<file path="src/rtl/spi_ram_arbiter.sv">
`default_nettype none
// ============================================================================
// Module   : spi_ram_arbiter
// Function : Decodes the SPI slave command stream into shadow addresses and
//            RAM requests, and round-robin shares a single-port RAM between
//            SPI and a local host port.
// Options  : SPI_ADDR_AUTOINC_EN - post-increment shadow address on accepted
//            SPI RAM commands.
// Revision : 1.0 - initial release
// ============================================================================
module spi_ram_arbiter #(
  parameter int ADDR_SIZE = 8,
  parameter int DATA_W    = 8
) (
  input  logic                 clk,
  input  logic                 rst,
  input  logic [9:0]           i_spi_rx_data,
  input  logic                 i_spi_rx_valid,
  output logic [DATA_W-1:0]    o_spi_tx_data,
  output logic                 o_spi_tx_valid,
  output logic                 o_spi_overflow,
  input  logic                 i_host_req,
  input  logic                 i_host_we,
  input  logic [ADDR_SIZE-1:0] i_host_addr,
  input  logic [DATA_W-1:0]    i_host_wdata,
  output logic                 o_host_gnt,
  output logic [DATA_W-1:0]    o_host_rdata,
  output logic                 o_host_rvalid,
  output logic                 o_ram_en,
  output logic                 o_ram_we,
  output logic [ADDR_SIZE-1:0] o_ram_addr,
  output logic [DATA_W-1:0]    o_ram_wdata,
  input  logic [DATA_W-1:0]    i_ram_rdata,
  output logic                 o_busy
);

  typedef enum logic [1:0] {
    ST_IDLE   = 2'd0,
    ST_ACCESS = 2'd1,
    ST_RESP   = 2'd2
  } state_t;

  typedef enum logic {
    OWN_SPI  = 1'b0,
    OWN_HOST = 1'b1
  } owner_t;

  state_t                r_state;
  owner_t                r_owner;
  owner_t                r_last_gnt;

  logic [ADDR_SIZE-1:0]  r_wr_shadow;
  logic [ADDR_SIZE-1:0]  r_rd_shadow;
  logic                  r_pend_valid;
  logic                  r_pend_we;
  logic [ADDR_SIZE-1:0]  r_pend_addr;
  logic [DATA_W-1:0]     r_pend_data;
  logic                  r_spi_overflow;

  logic                  r_ram_en;
  logic                  r_ram_we;
  logic [ADDR_SIZE-1:0]  r_ram_addr;
  logic [DATA_W-1:0]     r_ram_wdata;
  logic                  r_host_gnt;
  logic [DATA_W-1:0]     r_host_rdata;
  logic                  r_host_rvalid;
  logic [DATA_W-1:0]     r_spi_tx_data;
  logic                  r_spi_tx_valid;

  logic [1:0]            w_cmd;
  logic [7:0]            w_payload;
  logic                  w_ram_cmd;
  logic                  w_pend_release;
  logic                  w_pend_load;
  logic                  w_pend_drop;
  logic                  w_pick_host;

  assign w_cmd     = i_spi_rx_data[9:8];
  assign w_payload = i_spi_rx_data[7:0];
  assign w_ram_cmd = i_spi_rx_valid & w_cmd[0];

  // The pending slot is freed during the SPI access cycle, so a command
  // arriving in that same cycle can take its place without overflowing.
  assign w_pend_release = (r_state == ST_ACCESS) && (r_owner == OWN_SPI);
  assign w_pend_load    = w_ram_cmd & (~r_pend_valid | w_pend_release);
  assign w_pend_drop    = w_ram_cmd & r_pend_valid & ~w_pend_release;

  assign w_pick_host = i_host_req & (~r_pend_valid | (r_last_gnt == OWN_SPI));

  always_ff @(posedge clk or posedge rst) begin
    if (rst) begin
      r_wr_shadow    <= '0;
      r_rd_shadow    <= '0;
      r_pend_valid   <= 1'b0;
      r_pend_we      <= 1'b0;
      r_pend_addr    <= '0;
      r_pend_data    <= '0;
      r_spi_overflow <= 1'b0;
    end else begin
      if (w_pend_load) begin
        r_pend_valid <= 1'b1;
        r_pend_we    <= ~w_cmd[1];
        r_pend_addr  <= w_cmd[1] ? r_rd_shadow : r_wr_shadow;
        r_pend_data  <= w_cmd[1] ? '0 : w_payload[DATA_W-1:0];
      end else if (w_pend_release) begin
        r_pend_valid <= 1'b0;
      end

      if (w_pend_drop) begin
        r_spi_overflow <= 1'b1;
      end

      if (i_spi_rx_valid && (w_cmd == 2'b00)) begin
        r_wr_shadow <= w_payload[ADDR_SIZE-1:0];
      end
      if (i_spi_rx_valid && (w_cmd == 2'b10)) begin
        r_rd_shadow <= w_payload[ADDR_SIZE-1:0];
      end
`ifdef SPI_ADDR_AUTOINC_EN
      if (w_pend_load && (w_cmd == 2'b01)) begin
        r_wr_shadow <= r_wr_shadow + 1'b1;
      end
      if (w_pend_load && (w_cmd == 2'b11)) begin
        r_rd_shadow <= r_rd_shadow + 1'b1;
      end
`endif
    end
  end

  always_ff @(posedge clk or posedge rst) begin
    if (rst) begin
      r_state        <= ST_IDLE;
      r_owner        <= OWN_SPI;
      r_last_gnt     <= OWN_HOST;
      r_ram_en       <= 1'b0;
      r_ram_we       <= 1'b0;
      r_ram_addr     <= '0;
      r_ram_wdata    <= '0;
      r_host_gnt     <= 1'b0;
      r_host_rdata   <= '0;
      r_host_rvalid  <= 1'b0;
      r_spi_tx_data  <= '0;
      r_spi_tx_valid <= 1'b0;
    end else begin
      r_ram_en       <= 1'b0;
      r_host_gnt     <= 1'b0;
      r_host_rvalid  <= 1'b0;
      r_spi_tx_valid <= 1'b0;
      case (r_state)
        ST_IDLE: begin
          if (r_pend_valid || i_host_req) begin
            r_state     <= ST_ACCESS;
            r_owner     <= w_pick_host ? OWN_HOST : OWN_SPI;
            r_ram_en    <= 1'b1;
            r_ram_we    <= w_pick_host ? i_host_we    : r_pend_we;
            r_ram_addr  <= w_pick_host ? i_host_addr  : r_pend_addr;
            r_ram_wdata <= w_pick_host ? i_host_wdata : r_pend_data;
            r_host_gnt  <= w_pick_host;
          end
        end
        ST_ACCESS: begin
          r_last_gnt  <= r_owner;
          r_ram_we    <= 1'b0;
          r_ram_addr  <= '0;
          r_ram_wdata <= '0;
          r_state     <= r_ram_we ? ST_IDLE : ST_RESP;
        end
        ST_RESP: begin
          if (r_owner == OWN_HOST) begin
            r_host_rdata  <= i_ram_rdata;
            r_host_rvalid <= 1'b1;
          end else begin
            r_spi_tx_data  <= i_ram_rdata;
            r_spi_tx_valid <= 1'b1;
          end
          r_state <= ST_IDLE;
        end
        default: r_state <= ST_IDLE;
      endcase
    end
  end

  assign o_spi_tx_data  = r_spi_tx_data;
  assign o_spi_tx_valid = r_spi_tx_valid;
  assign o_spi_overflow = r_spi_overflow;
  assign o_host_gnt     = r_host_gnt;
  assign o_host_rdata   = r_host_rdata;
  assign o_host_rvalid  = r_host_rvalid;
  assign o_ram_en       = r_ram_en;
  assign o_ram_we       = r_ram_we;
  assign o_ram_addr     = r_ram_addr;
  assign o_ram_wdata    = r_ram_wdata;
  assign o_busy         = (r_state != ST_IDLE);

endmodule
`default_nettype wire

</file>
<file path="config.mk">
export PLATFORM = sky130hd
export DESIGN_NAME = spi_ram_arbiter
export DESIGN_NICKNAME = d
export VERILOG_FILES = /design/src/rtl/spi_ram_arbiter.sv
export SDC_FILE = /design/constraint.sdc
export NUM_CORES = 1
export LEC_CHECK = 0
export CAP_MARGIN = 20
export CORE_MARGIN = 5
export CORE_UTILIZATION = 49
export DETAILED_ROUTE_END_ITERATION = 16
export MAX_ROUTING_LAYER = met4
export PLACE_DENSITY_LB_ADDON = 0.2
export SYNTH_ARGS = -nofsm -noshare
export SYNTH_HDL_FRONTEND = slang
export SYNTH_SLANG_ARGS = --single-unit
</file>
<file path="constraint.sdc">
create_clock -name clk -period 3.2 [get_ports clk]
set_clock_uncertainty 0.1 [all_clocks]
set_input_delay 0.8 -clock clk [delete_from_list [all_inputs] [get_ports clk]]
set_output_delay 0.8 -clock clk [all_outputs]
set_load 0.05 [all_outputs]
</file>
### Word-level counts from Yosys, hierarchy flattened

Cells that the tools add are included.
Widths: inputs -> output; s select.

* bits in registers: 76
* bits in latches: 0
* RAM bits: 0
* memory bits (read-only): 0
* input bits: 39
* output and inout bits: 39
* logic and storage cells: 73
* memories: 0

* add/subtract/negate cells: 0
* multiply operators: 0
* divide/modulo/power cells: 0
* order comparisons: 0
* equality and inequality tests: 4
* shift-type cells: 0
* multiplexer cells: 25
* bitwise operators: 12
* reduce and logical (&&, ||, !) cells: 13

Operators with widths (number)
* $mux 8: 6
* $pmux 8 s2: 2
* $mux 1: 13
* $reduce_and 2->1: 4
* $reduce_bool 2->1: 3
* $and 1x1->1: 5
* $not 1->1: 5
* $eq 2x2->1 const B: 2
* $logic_not 2->1: 2
* $mux 2: 2
* $pmux 2 s2: 1
* $logic_and 1x1->1: 3
* $eq 2x1->1 const B: 1
* $ne 2x2->1 const B: 1
* $or 1x1->1: 2
* $pmux 1 s2: 1
* $logic_or 1x1->1: 1

### Longest topological paths before layout

Gate-level depths: netlist of run 1.

* depth after elaboration: 6
* depth in mapped cells: 5
* depth with buffers taken out: 3

### Least setup slack after synthesis of run 1

No wires, ideal clock.

* path kind: input -> register
* start point: in i_spi_rx_data[9]
* end point: reg r_wr_shadow[0]
* setup time: 0.125 ns
* data arrival time: 1.781 ns
* data required time: 2.975 ns
* path slack: 1.194 ns
* stages on the path: 3
* path buffers: 1
* path through: buf_2 nor3b_2 mux2_2

* word-level cells in the longest chain between the ends: 2

RTL lines
* from (decl): line 17 `input logic [9:0] i_spi_rx_data,`
* $logic_not 2->1: line 113 `if (i_spi_rx_valid && (w_cmd == 2'b00)) begin`
* $logic_and 1x1->1: line 113
* to (signal assigned): line 114 `r_wr_shadow <= w_payload[ADDR_SIZE-1:0];`
* to (decl): line 52 `logic [ADDR_SIZE-1:0] r_wr_shadow;`

Every way passes these cells.
A chain may end at the register's enable or synchronous reset.

### Worst setup path after layout of run 1

* start point: reg r_state[1]
* end point: out o_busy

* word-level cells in the longest chain between the ends: 1

RTL lines
* from (decl): line 48 `state_t r_state;`
* from (signal assigned): line 166 `r_state <= r_ram_we ? ST_IDLE : ST_RESP;`
* $reduce_bool 2->1: line 193 `assign o_busy = (r_state != ST_IDLE);`
* to (decl): line 34 `output logic o_busy`

Every way passes these cells.

==> out/qor.csv, run 1 <==
metric,value,unit
status,completed,
most frequent cells in the layout,"clkdlybuf4s50_1 (77), dfrtp_1 (75), mux2_2 (48), and3_1 (17), a221o_1 (17)",
P_leak,1.90,nW
maximum clock rate,361,MHz
fin crit share,86.6,%
DR WL/cell,18.4,um
area taken by multi-input logic gates,0.00119,mm2
"commonest non-fill, non-tap cell in the layout",clkdlybuf4s50_1,
post-synthesis register bit count,76,
Setup crit end kind,output pin,
Post-synth ARST share,100,%
Placed Area,0.00405,mm2
Netlist Area Pre-Place,0.00317,mm2
dpl cells,367,
CTS root buffer,clkbuf_8,
CTS sink cnt,76,
Netlist cell types,26,
startpoint types,flop,
die area,0.00817,mm2
Syn Nets,253,
Critical Path Source,r_state[1],
I/O pins,78,
Worst-Margin Slew,0.569,ns
grt met2 use,28.8,%
"Area growth, synth to finish",34.3,%
"worst slack, placed",0.657,ns
Vias/cell,5.33,
first-pass GRT wire length,11900,um
antenna violations before repair,0,
sequential share of the synthesized area,60.1,%
share of the synthesized area in the top cell type,59.3,%
Final Hold Fails,0,
Cell Rows,29,
Hold Buf Count CTS,0,
worst path required time,2.30,ns
CP Cell Sequence,or2_2 > clkdlybuf4s50_1,
largest net degree at the start of global routing,54,
worst r2r src,r_state[0],
FF+latch area,0.00190,mm2
global routing's busiest layer,met2,
GPL Wtd Cong,0.728,
Main synth FF type,dfrtp_1,
worst-path fanout max,7,
final hold slack,0.394,ns
# nets final,340,
CP Class,flop to output pin,
Power Density,1020,mW/mm2
Crit. path cell count,2,
worst skew pair latency,0.34,ns
Die H,90.4,um
Bufs and invs on worst path,1,
H-tree levels,3,
Non-Filler Instances,383,
n_diodes,0,
Tightest Hold Check Type,flop to flop,
slowest CP cell,clkdlybuf4s50_1,
Tot GR Track Use,18.9,%
Post-synth EDFFs,0,
"crit path setup slack, layout",0.429,ns
post-route cell area,0.00425,mm2
"Min Clock Period, post-route",2.77,ns
layout cell share with drive strength beyond 1,29.4,%
crit-path max cell delay,0.72,ns
maximum vdd drop,777,uV
die width,90.4,um
routed vias,2043,
RSZ-0062 raised after global routing,no,
Setup-failing EPs final,0,
met1 track demand over resource,24.6,%
PortBufs,77,
data arrival time of the worst path,1.87,ns
CTS Buf Count,9,
Max Cap Viol,0,
Initial Utilization,50.2,%
CP top delay family,buffers and inverters,
grt ovf,0,
setup TNS,0,ns
CP Capture Point,o_busy,
core box area,0.00631,mm2
Clock Path Buffers,2,
met3 Usage GRT,3.58,%
PostCTS Resize Cnt,0,
Overall Power,4.34,mW
clock transition at the registers of the reported paths,0.08,ns
synth top area cells,"dfrtp_1 (59%), mux2_2 (17%), a221o_1 (5.4%), mux2_4 (4.3%), and3_1 (3.4%)",
CTS tree,built,
"Core Util, Final",67.4,%
R2R cell count,4,
drt pass-1 iters,4,
Syn. warnings,0,
final WL,7030,um
worst r2r dst,r_pend_addr[3],
Synth Instances,214,
Yosys top cell by area,dfrtp_1,
number of fill cells,473,
Mean Syn Cell Area,14.8,um2
"reg-to-reg slack, setup",1.29,ns
post-DP HPWL,4920,um
max-slew violation total from the final report,0,
Iteration-0 DRC Markers,75,
Final ANT Viol Nets,0,
Post-CTS Setup Repair Bufs,0,
Slew HR,62.0,%
# DRC,0,
vias in the first global route,2323,
[state kept, by name, indices dropped and copies added (netlist names), 2 cells and up]
register and cells:
r_state 2, r_wr_shadow 8, o_host_rdata 8, r_pend_data 8, o_spi_tx_data 8, o_ram_wdata 8
o_ram_addr 8, r_rd_shadow 8, r_pend_addr 8
[metal layers]
layer  share of wire, %  wire, um
met2                 49      3440
met5                  0         0
met3                3.9       274
met4                1.7       118
met1                 45      3200
[power breakdown]
group          internal, mW  switching [mW]
Sequential             1.33           0.226
Clock                 0.401           0.341
Combinational         0.849            1.19
[cells by family after synthesis]
kind of cell    count (synthesis)  share of synthesized area (%)
flops                          76                           60.1
mux                            58                           21.7
simple gates                   48                           9.60
compound gates                 19                           6.12
buf+inv                        13                           2.53
[worst min path at each step]
stage                endpoint      startpoint  cells past startpoint  slack, ns
2_1_floorplan  r_rd_shadow[0]  r_rd_shadow[0]                      1       0.37
3_3_place_gp   o_spi_overflow  o_spi_overflow                      1       0.38
3_5_place_dp   o_spi_overflow  o_spi_overflow                      1       0.38
4_1_cts        o_spi_overflow  o_spi_overflow                      1       0.40
5_1_grt        o_spi_overflow  o_spi_overflow                      1       0.42
6_report       o_spi_overflow  o_spi_overflow                      1       0.39
[final cells by class]
type	instances	area share, %
clock buffer	12	3.65
clock inverter	4	1.12
inverter	3	0.265
multi-input combinational	125	27.9
sequential	76	44.7
tap	77	2.27
timing repair buffer	86	20.0
[Yosys cell counts (all sizes together), types with 2 or more instances]
library cell,count
dfrtp,75
mux2,57
a221o,17
and3,17
nor2b,9
buf,8
nor2,6
nand2,4
nor3b,4
inv,3
clkbuf,2
nand3b,2
or2,2
[worst reg2reg max path, stage by stage (launching register included)]
cell and delay [ns]:
dfrtp_1 0.45, or3b_4 0.43, a21oi_4 0.14, buf_4 0.30
mux2_2 0.38
No activity file was read; power rests on OpenSTA's default activity.
==> run 2, diff against run 1 <==
--- a/config.mk
+++ b/config.mk
@@ -6,7 +6,7 @@
 export NUM_CORES = 1
 export LEC_CHECK = 0
 export CAP_MARGIN = 20
-export CORE_MARGIN = 5
+export CORE_MARGIN = 2
 export CORE_UTILIZATION = 49
 export DETAILED_ROUTE_END_ITERATION = 16
 export MAX_ROUTING_LAYER = met4
==> run 2 against run 1 <==
Effect of this change: via count unchanged; global-route usage up 0.92 points; sequential share of layout area up 0.26 points; cell count unchanged; register-to-register slack about the same; largest power group unchanged; critical endpoint unchanged; final area down 0.59%; critical path depth unchanged; routed wire length down 8.9%; maximum frequency up 0.73%; core utilization down 0.40 points; die area down 13%; first-iteration DRC count up 43%.
==> out/qor.csv, run 2 (same netlist as run 1, synthesis figures left out) <==
metric,value,unit,change
Final ANT Viol Nets,0,,unchanged
number of fill cells,475,,was 473
Post-CTS Setup Repair Bufs,0,,unchanged
post-DP HPWL,4400,um,was 4920 um
clock transition at the registers of the reported paths,0.07,ns,was 0.08 ns
CTS sink cnt,76,,unchanged
"commonest non-fill, non-tap cell in the layout",clkdlybuf4s50_1,,unchanged
Setup crit end kind,output pin,,unchanged
Final Hold Fails,0,,unchanged
Overall Power,4.26,mW,was 4.34 mW
data arrival time of the worst path,1.85,ns,was 1.87 ns
CTS root buffer,clkbuf_8,,unchanged
Max Cap Viol,0,,unchanged
vias in the first global route,2079,,was 2323
maximum clock rate,364,MHz,was 361 MHz
CP Capture Point,o_busy,,unchanged
PostCTS Resize Cnt,0,,unchanged
largest net degree at the start of global routing,77,,was 54
status,completed,,unchanged
DR WL/cell,16.7,um,was 18.4 um
GPL Wtd Cong,0.766,,was 0.728
setup TNS,0,ns,unchanged
die width,84.4,um,was 90.4 um
"worst slack, placed",0.660,ns,was 0.657 ns
R2R cell count,4,,unchanged
Non-Filler Instances,383,,unchanged
first-pass GRT wire length,10600,um,was 11900 um
most frequent cells in the layout,"clkdlybuf4s50_1 (77), dfrtp_1 (75), mux2_2 (48), and3_1 (17), a221o_1 (17)",,unchanged
worst skew pair latency,0.34,ns,about the same
Hold Buf Count CTS,0,,unchanged
core box area,0.00631,mm2,unchanged
antenna violations before repair,0,,unchanged
CP Class,flop to output pin,,unchanged
Slew HR,62.8,%,was 62.0%
"crit path setup slack, layout",0.449,ns,was 0.429 ns
Initial Utilization,50.2,%,unchanged
CTS tree,built,,unchanged
"Min Clock Period, post-route",2.75,ns,was 2.77 ns
"reg-to-reg slack, setup",1.30,ns,was 1.29 ns
final WL,6400,um,was 7030 um
Tightest Hold Check Type,flop to flop,,unchanged
RSZ-0062 raised after global routing,no,,unchanged
fin crit share,86.0,%,was 86.6%
H-tree levels,3,,unchanged
startpoint types,flop,,unchanged
routed vias,2043,,unchanged
worst path required time,2.30,ns,about the same
Worst-Margin Slew,0.556,ns,was 0.569 ns
Power Density,1010,mW/mm2,was 1020 mW/mm2
grt ovf,0,,unchanged
worst-path fanout max,7,,unchanged
drt pass-1 iters,4,,unchanged
FF+latch area,0.00190,mm2,unchanged
worst r2r dst,r_pend_data[6],,was r_pend_addr[3]
P_leak,1.89,nW,was 1.90 nW
Iteration-0 DRC Markers,107,,was 75
# DRC,0,,unchanged
Setup-failing EPs final,0,,unchanged
"Area growth, synth to finish",33.5,%,was 34.3%
# nets final,340,,unchanged
maximum vdd drop,896,uV,was 777 uV
n_diodes,0,,unchanged
CTS Buf Count,9,,unchanged
worst r2r src,r_owner,,was r_state[0]
area taken by multi-input logic gates,0.00118,mm2,was 0.00119 mm2
Die H,84.4,um,was 90.4 um
max-slew violation total from the final report,0,,unchanged
die area,0.00712,mm2,was 0.00817 mm2
Clock Path Buffers,2,,unchanged
PortBufs,77,,unchanged
layout cell share with drive strength beyond 1,29.1,%,was 29.4%
Critical Path Source,r_state[1],,unchanged
Vias/cell,5.33,,unchanged
I/O pins,78,,unchanged
dpl cells,367,,unchanged
Cell Rows,29,,unchanged
Tot GR Track Use,19.8,%,was 18.9%
## run 2: cell types whose count changed in the layout (fill, tap and decap cells not counted), sizes merged
cell	change
clkbuf	-2
clkinvlp	-1
clkinv	+3
## run 2: worst min path at each step
| stage | start | to | cells past startpoint |
|---|---|---|---|
| after floorplan | r_rd_shadow[0] | r_rd_shadow[0] | 1 |
| after global placement | o_spi_overflow | o_spi_overflow | 1 |
| after detailed placement | o_spi_overflow | o_spi_overflow | 1 |
| after CTS | o_spi_overflow | o_spi_overflow | 1 |
| after global routing | o_ram_we | r_state[1] | 1 |
| final | o_ram_we | r_state[1] | 1 |
## run 2: routing by layer
metal / track usage [%] / part of all wire [%] / vias to the layer above
li1: - / - / 963
met1: 27.1 / 47 / 1012
met2: 29.6 / 47 / 57
met3: 3.44 / 4.5 / 11
met4: 8.23 / 1.6 / 0
met5: - / 0 / -
## run 2: cell type report
| cell class | instances | share of cell area, % |
|---|---|---|
| sequential | 76 | 45.0 |
| multi-input combinational | 125 | 28.0 |
| timing repair buffer | 86 | 20.1 |
| clock buffer | 10 | 3.02 |
| tap | 77 | 2.28 |
| clock inverter | 6 | 1.30 |
| inverter | 3 | 0.266 |
## run 2: stage by stage
step / hold slack [ns] / utilization, % / cell area [um2]
6_report: 0.383 / 67.0 / 4230
5_1_grt: 0.412 / 67.0 / 4230
4_1_cts: 0.393 / 67.0 / 4230
3_5_place_dp: 0.373 / 64.1 / 4050
3_3_place_gp: 0.371 / 64.1 / 4050
2_1_floorplan: 0.374 / - / 3170
## run 2: worst max-delay path, cell delays in order, from the launching register on
cell and delay, ns:
dfrtp_1 0.44, or2_2 0.37, clkdlybuf4s50_1 0.71
## run 2: power by group
part	switching [mW]	leakage, nW	internal (mW)	total (mW)
Sequential	0.216	0.931	1.33	1.55
Clock	0.328	0.0996	0.354	0.681
Combinational	1.18	0.862	0.848	2.03
==> run 3, diff against run 2 <==
--- a/config.mk
+++ b/config.mk
@@ -11,6 +11,7 @@
 export DETAILED_ROUTE_END_ITERATION = 16
 export MAX_ROUTING_LAYER = met4
 export PLACE_DENSITY_LB_ADDON = 0.2
+export SLEW_MARGIN = 30
 export SYNTH_ARGS = -nofsm -noshare
 export SYNTH_HDL_FRONTEND = slang
 export SYNTH_SLANG_ARGS = --single-unit
==> results of run 3 <==
Same layout as run 2: the final DEF is identical, and so are final timing and power.
